<file path="config.mk">
export PLATFORM = sky130hd
export DESIGN_NAME = serv_bus_arbiter_flat
export DESIGN_NICKNAME = d
export VERILOG_FILES = /design/src/rtl/serv_bus_arbiter_if.sv /design/src/rtl/serv_bus_arbiter.sv /design/src/flat_wrapper.sv
export SDC_FILE = /design/constraint.sdc
export NUM_CORES = 1
export LEC_CHECK = 0
export ABC_AREA = 0
export BUFFER_PORTS_ARGS = -buffer_cell sky130_fd_sc_hd__clkbuf_2
export CAP_MARGIN = 0
export CELL_PAD_IN_SITES_DETAIL_PLACEMENT = 1
export CELL_PAD_IN_SITES_GLOBAL_PLACEMENT = 1
export CORE_AREA = 2 2 108 110
export CTS_CLUSTER_DIAMETER = 50
export DETAILED_ROUTE_END_ITERATION = 16
export DIE_AREA = 0 0 110 112
export GPL_TIMING_DRIVEN = 0
export PLACE_DENSITY_LB_ADDON = 0.1
export SLEW_MARGIN = 10
export SYNTH_ARGS = -nofsm -noshare
export SYNTH_HDL_FRONTEND = slang
export SYNTH_SLANG_ARGS = --single-unit
export TNS_END_PERCENT = 10
</file>
<file path="constraint.sdc">
create_clock -name i_clk -period 0.9 [get_ports i_clk]
set_input_delay 0 -clock i_clk [delete_from_list [all_inputs] [get_ports i_clk]]
set_output_delay 0 -clock i_clk [all_outputs]
set_load 0.05 [all_outputs]
</file>
<file path="src/rtl/serv_bus_arbiter_if.sv">
// Bus bundle between N classic-cycle requesters, the arbiter and one memory port.
// Channel k of each packed per-channel vector occupies slice k of that vector.
interface serv_bus_arbiter_if #(
  parameter int N  = 2,
  parameter int GW = (N > 1) ? $clog2(N) : 1
);
  logic [N*32-1:0] i_m_adr;
  logic [N*32-1:0] i_m_dat;
  logic [N*4-1:0]  i_m_sel;
  logic [N-1:0]    i_m_we;
  logic [N-1:0]    i_m_cyc;
  logic [31:0]     o_m_rdt;
  logic [N-1:0]    o_m_ack;
  logic [N-1:0]    o_m_err;
  logic [31:0]     o_s_adr;
  logic [31:0]     o_s_dat;
  logic [3:0]      o_s_sel;
  logic            o_s_we;
  logic            o_s_cyc;
  logic [31:0]     i_s_rdt;
  logic            i_s_ack;
  logic [GW-1:0]   o_grant;
  logic            o_busy;

  // Arbiter side
  modport slave (
    input  i_m_adr, i_m_dat, i_m_sel, i_m_we, i_m_cyc, i_s_rdt, i_s_ack,
    output o_m_rdt, o_m_ack, o_m_err, o_s_adr, o_s_dat, o_s_sel, o_s_we,
    output o_s_cyc, o_grant, o_busy
  );

  // Requester/memory side
  modport master (
    output i_m_adr, i_m_dat, i_m_sel, i_m_we, i_m_cyc, i_s_rdt, i_s_ack,
    input  o_m_rdt, o_m_ack, o_m_err, o_s_adr, o_s_dat, o_s_sel, o_s_we,
    input  o_s_cyc, o_grant, o_busy
  );
endinterface

</file>
<file path="src/rtl/serv_bus_arbiter.sv">
// N-channel arbiter merging serv ibus/dbus classic cycles onto one memory port,
// with round-robin or fixed priority and an optional ack timeout.
module serv_bus_arbiter #(
  parameter int    N       = 2,
  parameter string ARB     = "RR",
  parameter int    TIMEOUT = 0,
  parameter int    GW      = (N > 1) ? $clog2(N) : 1
) (
  input  logic              i_clk,
  input  logic              i_rst_n,
  serv_bus_arbiter_if.slave bus
);

  localparam bit            FIXED    = (ARB == "FIXED");
  localparam int            CW       = (TIMEOUT > 1) ? $clog2(TIMEOUT) : 1;
  localparam logic [CW-1:0] CNT_LAST = CW'((TIMEOUT > 0) ? TIMEOUT - 1 : 0);

  typedef enum logic {IDLE, BUSY} state_t;

  state_t               state, state_nxt;
  logic [GW-1:0]        grant, grant_nxt;
  logic [GW-1:0]        last, last_nxt;
  logic [GW-1:0]        win;
  logic [CW-1:0]        cnt, cnt_nxt;
  logic [N-1:0][31:0]   adr_v, dat_v;
  logic [N-1:0][3:0]    sel_v;
  logic                 req_g, ack_ok, abort, expire;
  logic                 found;
  int                   idx;

  assign adr_v = bus.i_m_adr;
  assign dat_v = bus.i_m_dat;
  assign sel_v = bus.i_m_sel;

  // Winner search: FIXED scans from 0, RR scans from the channel after the last one served.
  always_comb begin
    win   = '0;
    found = 1'b0;
    idx   = 0;
    for (int k = 0; k < N; k++) begin
      if (FIXED) idx = k;
      else       idx = (int'(last) + 1 + k) % N;
      if (!found && bus.i_m_cyc[idx[GW-1:0]]) begin
        win   = idx[GW-1:0];
        found = 1'b1;
      end
    end
  end

  always_comb begin
    req_g  = bus.i_m_cyc[grant];
    ack_ok = (state == BUSY) && req_g && bus.i_s_ack;
    abort  = (state == BUSY) && !req_g;
    expire = (TIMEOUT > 0) && (state == BUSY) && req_g && !bus.i_s_ack && (cnt == CNT_LAST);
  end

  always_ff @(posedge i_clk or negedge i_rst_n) begin
    if (!i_rst_n) begin
      state <= IDLE;
      grant <= '0;
      last  <= GW'(N - 1);
      cnt   <= '0;
    end else begin
      state <= state_nxt;
      grant <= grant_nxt;
      last  <= last_nxt;
      cnt   <= cnt_nxt;
    end
  end

  always_comb begin
    state_nxt = state;
    grant_nxt = grant;
    last_nxt  = last;
    cnt_nxt   = cnt;
    case (state)
      IDLE: begin
        if (|bus.i_m_cyc) begin
          state_nxt = BUSY;
          grant_nxt = win;
          cnt_nxt   = '0;
        end
      end
      BUSY: begin
        if (ack_ok || abort || expire) begin
          state_nxt = IDLE;
          last_nxt  = grant;
        end else begin
          cnt_nxt = cnt + CW'(1);
        end
      end
      default: state_nxt = IDLE;
    endcase
  end

  // Memory side is a pure mux of the granted channel; the timeout cycle masks cyc and rdt.
  always_comb begin
    bus.o_s_adr = adr_v[grant];
    bus.o_s_dat = dat_v[grant];
    bus.o_s_sel = sel_v[grant];
    bus.o_s_we  = bus.i_m_we[grant];
    bus.o_s_cyc = (state == BUSY) && req_g && !expire;
    bus.o_m_rdt = expire ? 32'h0 : bus.i_s_rdt;
    bus.o_m_ack = '0;
    bus.o_m_err = '0;
    if (ack_ok || expire) bus.o_m_ack[grant] = 1'b1;
    if (expire)           bus.o_m_err[grant] = 1'b1;
    bus.o_grant = grant;
    bus.o_busy  = (state == BUSY);
  end

endmodule

</file>
<file path="src/flat_wrapper.sv">
// flat-port wrapper written by rule: the top's interface ports become plain ports
module serv_bus_arbiter_flat 
#(
  parameter int    N       = 2,
  parameter string ARB     = "  ",
  parameter int    TIMEOUT = 0,
  parameter int    GW      = (N > 1) ? $clog2(N) : 1
)
  (i_clk, i_rst_n, bus_i_m_adr, bus_i_m_dat, bus_i_m_sel, bus_i_m_we, bus_i_m_cyc, bus_i_s_rdt, bus_i_s_ack, bus_o_m_rdt, bus_o_m_ack, bus_o_m_err, bus_o_s_adr, bus_o_s_dat, bus_o_s_sel, bus_o_s_we, bus_o_s_cyc, bus_o_grant, bus_o_busy);
  serv_bus_arbiter_if #(.N(N), .GW(GW)) bus_i ();
  input  logic i_clk;
  input  logic i_rst_n;
  input wire logic [$bits(bus_i.i_m_adr)-1:0] bus_i_m_adr;
  input wire logic [$bits(bus_i.i_m_dat)-1:0] bus_i_m_dat;
  input wire logic [$bits(bus_i.i_m_sel)-1:0] bus_i_m_sel;
  input wire logic [$bits(bus_i.i_m_we)-1:0] bus_i_m_we;
  input wire logic [$bits(bus_i.i_m_cyc)-1:0] bus_i_m_cyc;
  input wire logic [$bits(bus_i.i_s_rdt)-1:0] bus_i_s_rdt;
  input wire logic [$bits(bus_i.i_s_ack)-1:0] bus_i_s_ack;
  output wire logic [$bits(bus_i.o_m_rdt)-1:0] bus_o_m_rdt;
  output wire logic [$bits(bus_i.o_m_ack)-1:0] bus_o_m_ack;
  output wire logic [$bits(bus_i.o_m_err)-1:0] bus_o_m_err;
  output wire logic [$bits(bus_i.o_s_adr)-1:0] bus_o_s_adr;
  output wire logic [$bits(bus_i.o_s_dat)-1:0] bus_o_s_dat;
  output wire logic [$bits(bus_i.o_s_sel)-1:0] bus_o_s_sel;
  output wire logic [$bits(bus_i.o_s_we)-1:0] bus_o_s_we;
  output wire logic [$bits(bus_i.o_s_cyc)-1:0] bus_o_s_cyc;
  output wire logic [$bits(bus_i.o_grant)-1:0] bus_o_grant;
  output wire logic [$bits(bus_i.o_busy)-1:0] bus_o_busy;
  assign bus_i.i_m_adr = bus_i_m_adr;
  assign bus_i.i_m_dat = bus_i_m_dat;
  assign bus_i.i_m_sel = bus_i_m_sel;
  assign bus_i.i_m_we = bus_i_m_we;
  assign bus_i.i_m_cyc = bus_i_m_cyc;
  assign bus_i.i_s_rdt = bus_i_s_rdt;
  assign bus_i.i_s_ack = bus_i_s_ack;
  assign bus_o_m_rdt = bus_i.o_m_rdt;
  assign bus_o_m_ack = bus_i.o_m_ack;
  assign bus_o_m_err = bus_i.o_m_err;
  assign bus_o_s_adr = bus_i.o_s_adr;
  assign bus_o_s_dat = bus_i.o_s_dat;
  assign bus_o_s_sel = bus_i.o_s_sel;
  assign bus_o_s_we = bus_i.o_s_we;
  assign bus_o_s_cyc = bus_i.o_s_cyc;
  assign bus_o_grant = bus_i.o_grant;
  assign bus_o_busy = bus_i.o_busy;
  serv_bus_arbiter #(.N(N), .ARB(ARB), .TIMEOUT(TIMEOUT), .GW(GW)) u_core (.i_clk(i_clk), .i_rst_n(i_rst_n), .bus(bus_i));
endmodule
</file>
== Yosys cells after proc, flatten, opt, wreduce, memory -nomap -nowiden ==
Cells that the tools add are included.

* Register bits after elaboration: 3
* Input port bits: 175
* Output and inout port bits: 108
* Logic and storage cells: 44

* Add/subtract/negate cells: 2
* $lt $le $gt $ge: 4
* Mux-type cells: 23
* Bitwise operators: 1
* Reductions and logical operators: 11

{| class="wikitable"
|+ Operators with widths
! kind !! count
|-
| 32-bit two-way mux || 4
|-
| 1-bit two-way mux || 14
|-
| 4-bit two-way mux || 2
|-
| 1-bit by 2-bit < comparator with 1-bit output, second input constant || 3
|-
| 1-bit logical AND || 5
|-
| 2-bit AND reduction || 2
|-
| 1-bit adder, second input constant || 2
|-
| 1-bit logical NOT || 2
|-
| 2-bit two-way mux || 1
|-
| 1-bit one-hot mux with 2 select lines || 1
|-
| 2-bit OR reduction || 1
|-
| 1-bit demux with 1-bit select || 1
|-
| 1-bit greater-or-equal comparator, second input constant || 1
|-
| 1-bit logical OR || 1
|-
| 1-bit inverter || 1
|}

== Longest topological paths before layout ==
* Depth after elaboration: 7
* Mapped depth: 4
* Depth with buffers taken out: 3

== Least setup slack after synthesis ==
Ideal clock, no wire load.

* Path kind: register to output
* From: register u_core.grant (netlist: u_core.bus.o_grant)
* To: output bus_o_s_cyc
* Arrival time: 1610 ps
* Data required time: 900 ps
* Slack: -710 ps
* Stages on the path, launching flop included: 4
* Buffers on the path: 1
* Cell sequence: dfrtp_1 buf_6 mux2i_1 nor2_1

* Word-level cells in the longest chain between the ends: 3

{| class="wikitable"
|+ Ends and longest elaborated chain
! element !! line !! RTL
|-
| start, declared || serv_bus_arbiter.sv:21 || <nowiki>logic [GW-1:0] grant, grant_nxt;</nowiki>
|-
| start signal, assigned || serv_bus_arbiter.sv:65 || <nowiki>grant <= grant_nxt;</nowiki>
|-
| 1-bit two-way mux (implied by the code) (2 in series) || serv_bus_arbiter.sv:51 || <nowiki>req_g = bus.i_m_cyc[grant];</nowiki>
|-
| 1-bit logical AND || serv_bus_arbiter.sv:102 || <nowiki>bus.o_s_cyc = (state == BUSY) && req_g && !expire;</nowiki>
|-
| end, declared || flat_wrapper.sv:27 || <nowiki>output wire logic [$bits(bus_i.o_s_cyc)-1:0] bus_o_s_cyc;</nowiki>
|}

No other way between the ends. The select of a mux whose other input is x is not followed.

== Worst setup path after layout ==
* From: register u_core.grant (netlist: u_core.bus.o_grant)
* To: output bus_o_m_ack[0]

* Word-level cells in the longest chain between the ends: 5

{| class="wikitable"
|+ Ends and longest elaborated chain
! element !! line !! RTL
|-
| 1-bit by 2-bit < comparator with 1-bit output (implied by the code), or another cell as far along || serv_bus_arbiter.sv:106 || <nowiki>if (ack_ok || expire) bus.o_m_ack[grant] = 1'b1;</nowiki>
|-
| 1-bit logical AND (implied by the code) or 1-bit two-way mux (tied branches) || serv_bus_arbiter.sv:106, serv_bus_arbiter.sv:51 ||
|-
| 1-bit two-way mux (implied by the code) or 1-bit logical AND (tied branches) || serv_bus_arbiter.sv:106, serv_bus_arbiter.sv:52 ||
|-
| 1-bit demux with 1-bit select or 1-bit logical AND (tied branches) || - ||
|-
| 2-bit two-way mux * || serv_bus_arbiter.sv:106 ||
|-
| end, declared || flat_wrapper.sv:21 || <nowiki>output wire logic [$bits(bus_i.o_m_ack)-1:0] bus_o_m_ack;</nowiki>
|}

Mark *: on every way between the ends. The rest lies on a longest branch, timed or not. The select of a mux whose other input is x is not followed.

==> qor.log <==
[status] status complete, but fails checks
[status] violated checks setup timing
[final_layout] growth of design area from synthesis to finish 151.8%
[synthesis] warning count from the yosys run 0
[setup_path] Top cell by count, worst path buf_12
[setup_path] arrival time at the worst endpoint 1.45 ns
[hold_path] hold wc startpoint bus_i_s_ack
[route] routed wire length 7240 um
[synthesis] number of register bits inferred by synthesis 3
[grt] initial antenna violation count 0
[timing] hold violation total from the final report 0
[grt] first-pass GRT wire length 9770 um
[synthesis] mapped cell area 1433 um^2
[timing] Final Critical Period 1.451 ns
[run] # Max-Cap Violations 0
[timing] post-route fraction of the period consumed by the critical path 1.613
[route] iteration count of the initial detailed-routing pass 4
[timing] final setup margin -0.5513 ns
[setup_path] cell at the slowest stage of the critical path dfrtp_2
[final_layout] Post-Route Utilization 0.3228
[power] power density of the placed cells 3214 nW/um^2
[floorplanning] placement row count 39
[setup_path] worst reg2reg path startpoint u_core.bus.o_grant
[floorplanning] Die Span X 110 um
[synthesis] synthesized instance count 130
[setup_path] data required time at the worst endpoint 0.90 ns
[place] port buffer count 248
[final_layout] NumNets Final 565
[cts] latest clock arrival within the worst-skew pair 0.22 ns
[synthesis] number of enable-type register cells in the synthesized netlist 0
[cts] clock root buffer clkbuf_16
[timing] setup repair after global routing missed its margin true
[setup_path] largest driver fanout on the critical path 8
[route] total number of vias 2036
[power] fraction of power spent switching nets 0.5233
[power] internal power 0.005527 W
[synthesis] count of different cell masters after synthesis 21
[synthesis] predominant post-synthesis flop cell dfrtp_1
[grt] GRT Overall Usage 0.09942
[cts] H-tree levels 1
[final_layout] Filler Cells Inserted 1325
[cts] clock-pin transition on the worst setup and hold timing paths 0.03 ns
[power] power share of the combinational group 0.914
[route] DRC 0
[place] weighted congestion at the end of routability-driven global placement 0.7154
[grt] number of global-route vias before repair 2081
[cts] TritonCTS clock tree done
[floorplanning] starting density of the core 0.1282
[timing] count of pins over their slew limit 0
[floorplanning] Core Footprint 11170 um^2
[hold_path] end point of the worst hold path u_core.bus.o_busy
[final_layout] Diodes inserted 0
[route] number of routed nets with antenna violations 0
[setup_path] worst-path cell chain buf_12, buf_12, and4b_4, clkbuf_16
[final_layout] fraction of layout cells with a size suffix above 1 0.9614
[final_layout] FF+latch area 77.57 um^2
[synthesis] leading area contributor after synthesis mux2_4
[setup_path] Largest delay share family, worst path buffers and inverters
[synthesis] Avg Inst Size Synth 11.02 um^2
[cts] Clock Tree Buf Depth 2
[setup_path] worst reg2reg path endpoint u_core.bus.o_grant
[floorplanning] Die Footprint 12320 um^2
[power] worst supply voltage drop on vdd 1460 uV
[hold_path] count of cells along the worst hold path 2
[power] sequential fraction of design power 0.026
[synthesis] Commonest cells post-synth 40 x mux2_4, 34 x buf_4, 24 x mux2_2
[timing] maximum clock frequency 689.1 MHz
[setup_path] register-to-register setup slack -0.30 ns
[cts] number of CTS-inserted buffers 3
[timing] post-route setup TNS -38.34 ns
[setup_path] classification of the worst setup path reg2out
[setup_path] critical path launch point type register
[setup_path] depth of the most critical reg-to-reg path 4
[synthesis] most common cell in the synthesized netlist mux2_4
[route] initial DRC count 38
[grt] GR Overflow Total 0
[power] clock power share 0.061
[synthesis] part of the Yosys area used for sequential elements 0.05328
[hold_path] hold crit path type in2reg
[timing] total of endpoints with negative setup slack in the final report 76
[setup_path] crit path buf inv count 3
[route] drt wl/cell 13.61 um
[route] DR vias/cell 3.827
[synthesis] largest cells by area after synthesis mux2_4 42%, mux2_2 19%, buf_4 18%
[synthesis] share of synthesized flip-flops with an asynchronous set or reset 1.000
[power] net load switching power 0.006067 W
[timing] Worst Clk Skew 0.002624 ns
[power] static leakage 2.031 nW
[floorplanning] Ports 283
[synthesis] area fraction of the dominant cell type after synthesis 0.4192
[setup_path] CP peak stage delay 0.43 ns
[floorplanning] vertical extent of the die 112 um
[final_layout] multi-input gate area in the final layout 1062 um^2
[setup_path] element type at the critical path end output port
[grt] maximum number of pins on one net before global-route repair 11
[cts] total number of clock tree sinks 3
[place] HPWL after detailed placement 6388 um
-- power by group through the flow --
stage                     combinational (W)  sequential [W]  clock (W)
after global routing                 0.0110        0.000307   0.000736
after global placement              0.00856        0.000282          0
after detailed placement            0.00855        0.000286          0
after floorplan                     0.00690        0.000394          0
final                                0.0106        0.000296   0.000703
after CTS                           0.00959        0.000293   0.000719
-- registers in the layout (all words and copies together), names as in the netlist --
signal,flops
u_core.bus.o_busy,1
u_core.bus.o_grant,1
u_core.last,1
-- worst max path at each step --
stage | startpoint | depth (start not counted) | to
detailed placement | u_core.bus.o_grant | 4 | bus_o_m_ack[0]
finish | u_core.bus.o_grant | 4 | bus_o_m_ack[0]
global placement | u_core.bus.o_grant | 4 | bus_o_m_ack[0]
global route | u_core.bus.o_grant | 4 | bus_o_m_ack[0]
CTS | u_core.bus.o_grant | 3 | bus_o_s_sel[3]
floorplan | u_core.bus.o_grant | 3 | bus_o_m_ack[0]
-- what timing repair did --
action,CTS,global route
gates cloned,0,1
setup endpoints to repair,77,76
gates resized for setup,94,116
hold endpoints to repair,3,0
hold buffers,1,0
setup buffers,0,4
pin swaps,0,2
-- routing by layer --
layer | vias up | part of all wire | wire length (um) | GRT usage
li1 | 947 | - | - | -
met4 | 0 | 0.0091 | 66 | 0.02025
met2 | 163 | 0.56 | 4062 | 0.2057
met1 | 920 | 0.27 | 1990 | 0.08472
met5 | - | 0 | 0 | 0
met3 | 6 | 0.15 | 1121 | 0.04040
-- cell type report --
| type | count | share of cell area |
|---|---|---|
| Timing Repair Buffer | 254 | 0.5012 |
| Multi-Input combinational cell | 85 | 0.2945 |
| Buffer | 42 | 0.1103 |
| Tap cell | 143 | 0.04960 |
| Clock buffer | 4 | 0.02185 |
| Sequential cell | 3 | 0.02151 |
| Inverter | 1 | 0.001041 |
-- through the flow --
| stage | setup WS [ns] | hold WS (ns) | total power, W | cell area [um^2] | instances |
|---|---|---|---|---|---|
| global route | -0.5858 | 0.07601 | 0.01207 | 3607 | 532 |
| floorplan | -0.3762 | -0.2956 | 0.007293 | 1484 | 131 |
| finish | -0.5513 | 0.04765 | 0.01159 | 3607 | 532 |
| detailed placement | -0.4395 | -0.1940 | 0.008840 | 2904 | 522 |
| global placement | -0.4356 | -0.2000 | 0.008840 | 2904 | 522 |
| CTS | -0.6120 | 0.04790 | 0.01060 | 3374 | 527 |
-- cell families after synthesis --
| kind of cell | count (synthesis) | share of synthesized area |
|---|---|---|
| AO/OA/AOI/OAI | 3 | 0.01485 |
| buffers and inverters | 43 | 0.2349 |
| flip-flops | 3 | 0.05328 |
| multiplexers | 70 | 0.6541 |
| other | 1 | 0.002618 |
| AND/OR/NAND/NOR | 10 | 0.04019 |
-- cell usage in the layout, fill, tap and decap left out --
cell / n
and4b_4: 1
dfstp_2: 1
inv_1: 1
a32o_1: 1
mux2_2: 24
clkbuf_8: 1
conb_1: 2
clkbuf_2: 174
nand3b_1: 1
o21ai_2: 1
clkbuf_4: 2
nor2_4: 1
nand3_1: 2
nor2_1: 1
buf_12: 6
buf_2: 15
dfrtp_2: 1
clkbuf_1: 1
and4_2: 1
o22ai_1: 1
dlygate4sd3_1: 1
mux2i_2: 1
mux2_4: 45
buf_6: 24
buf_8: 33
clkbuf_16: 5
nand2b_1: 1
dfrtp_1: 1
nand2_1: 2
buf_4: 38
(Power assumes the default switching activity.)
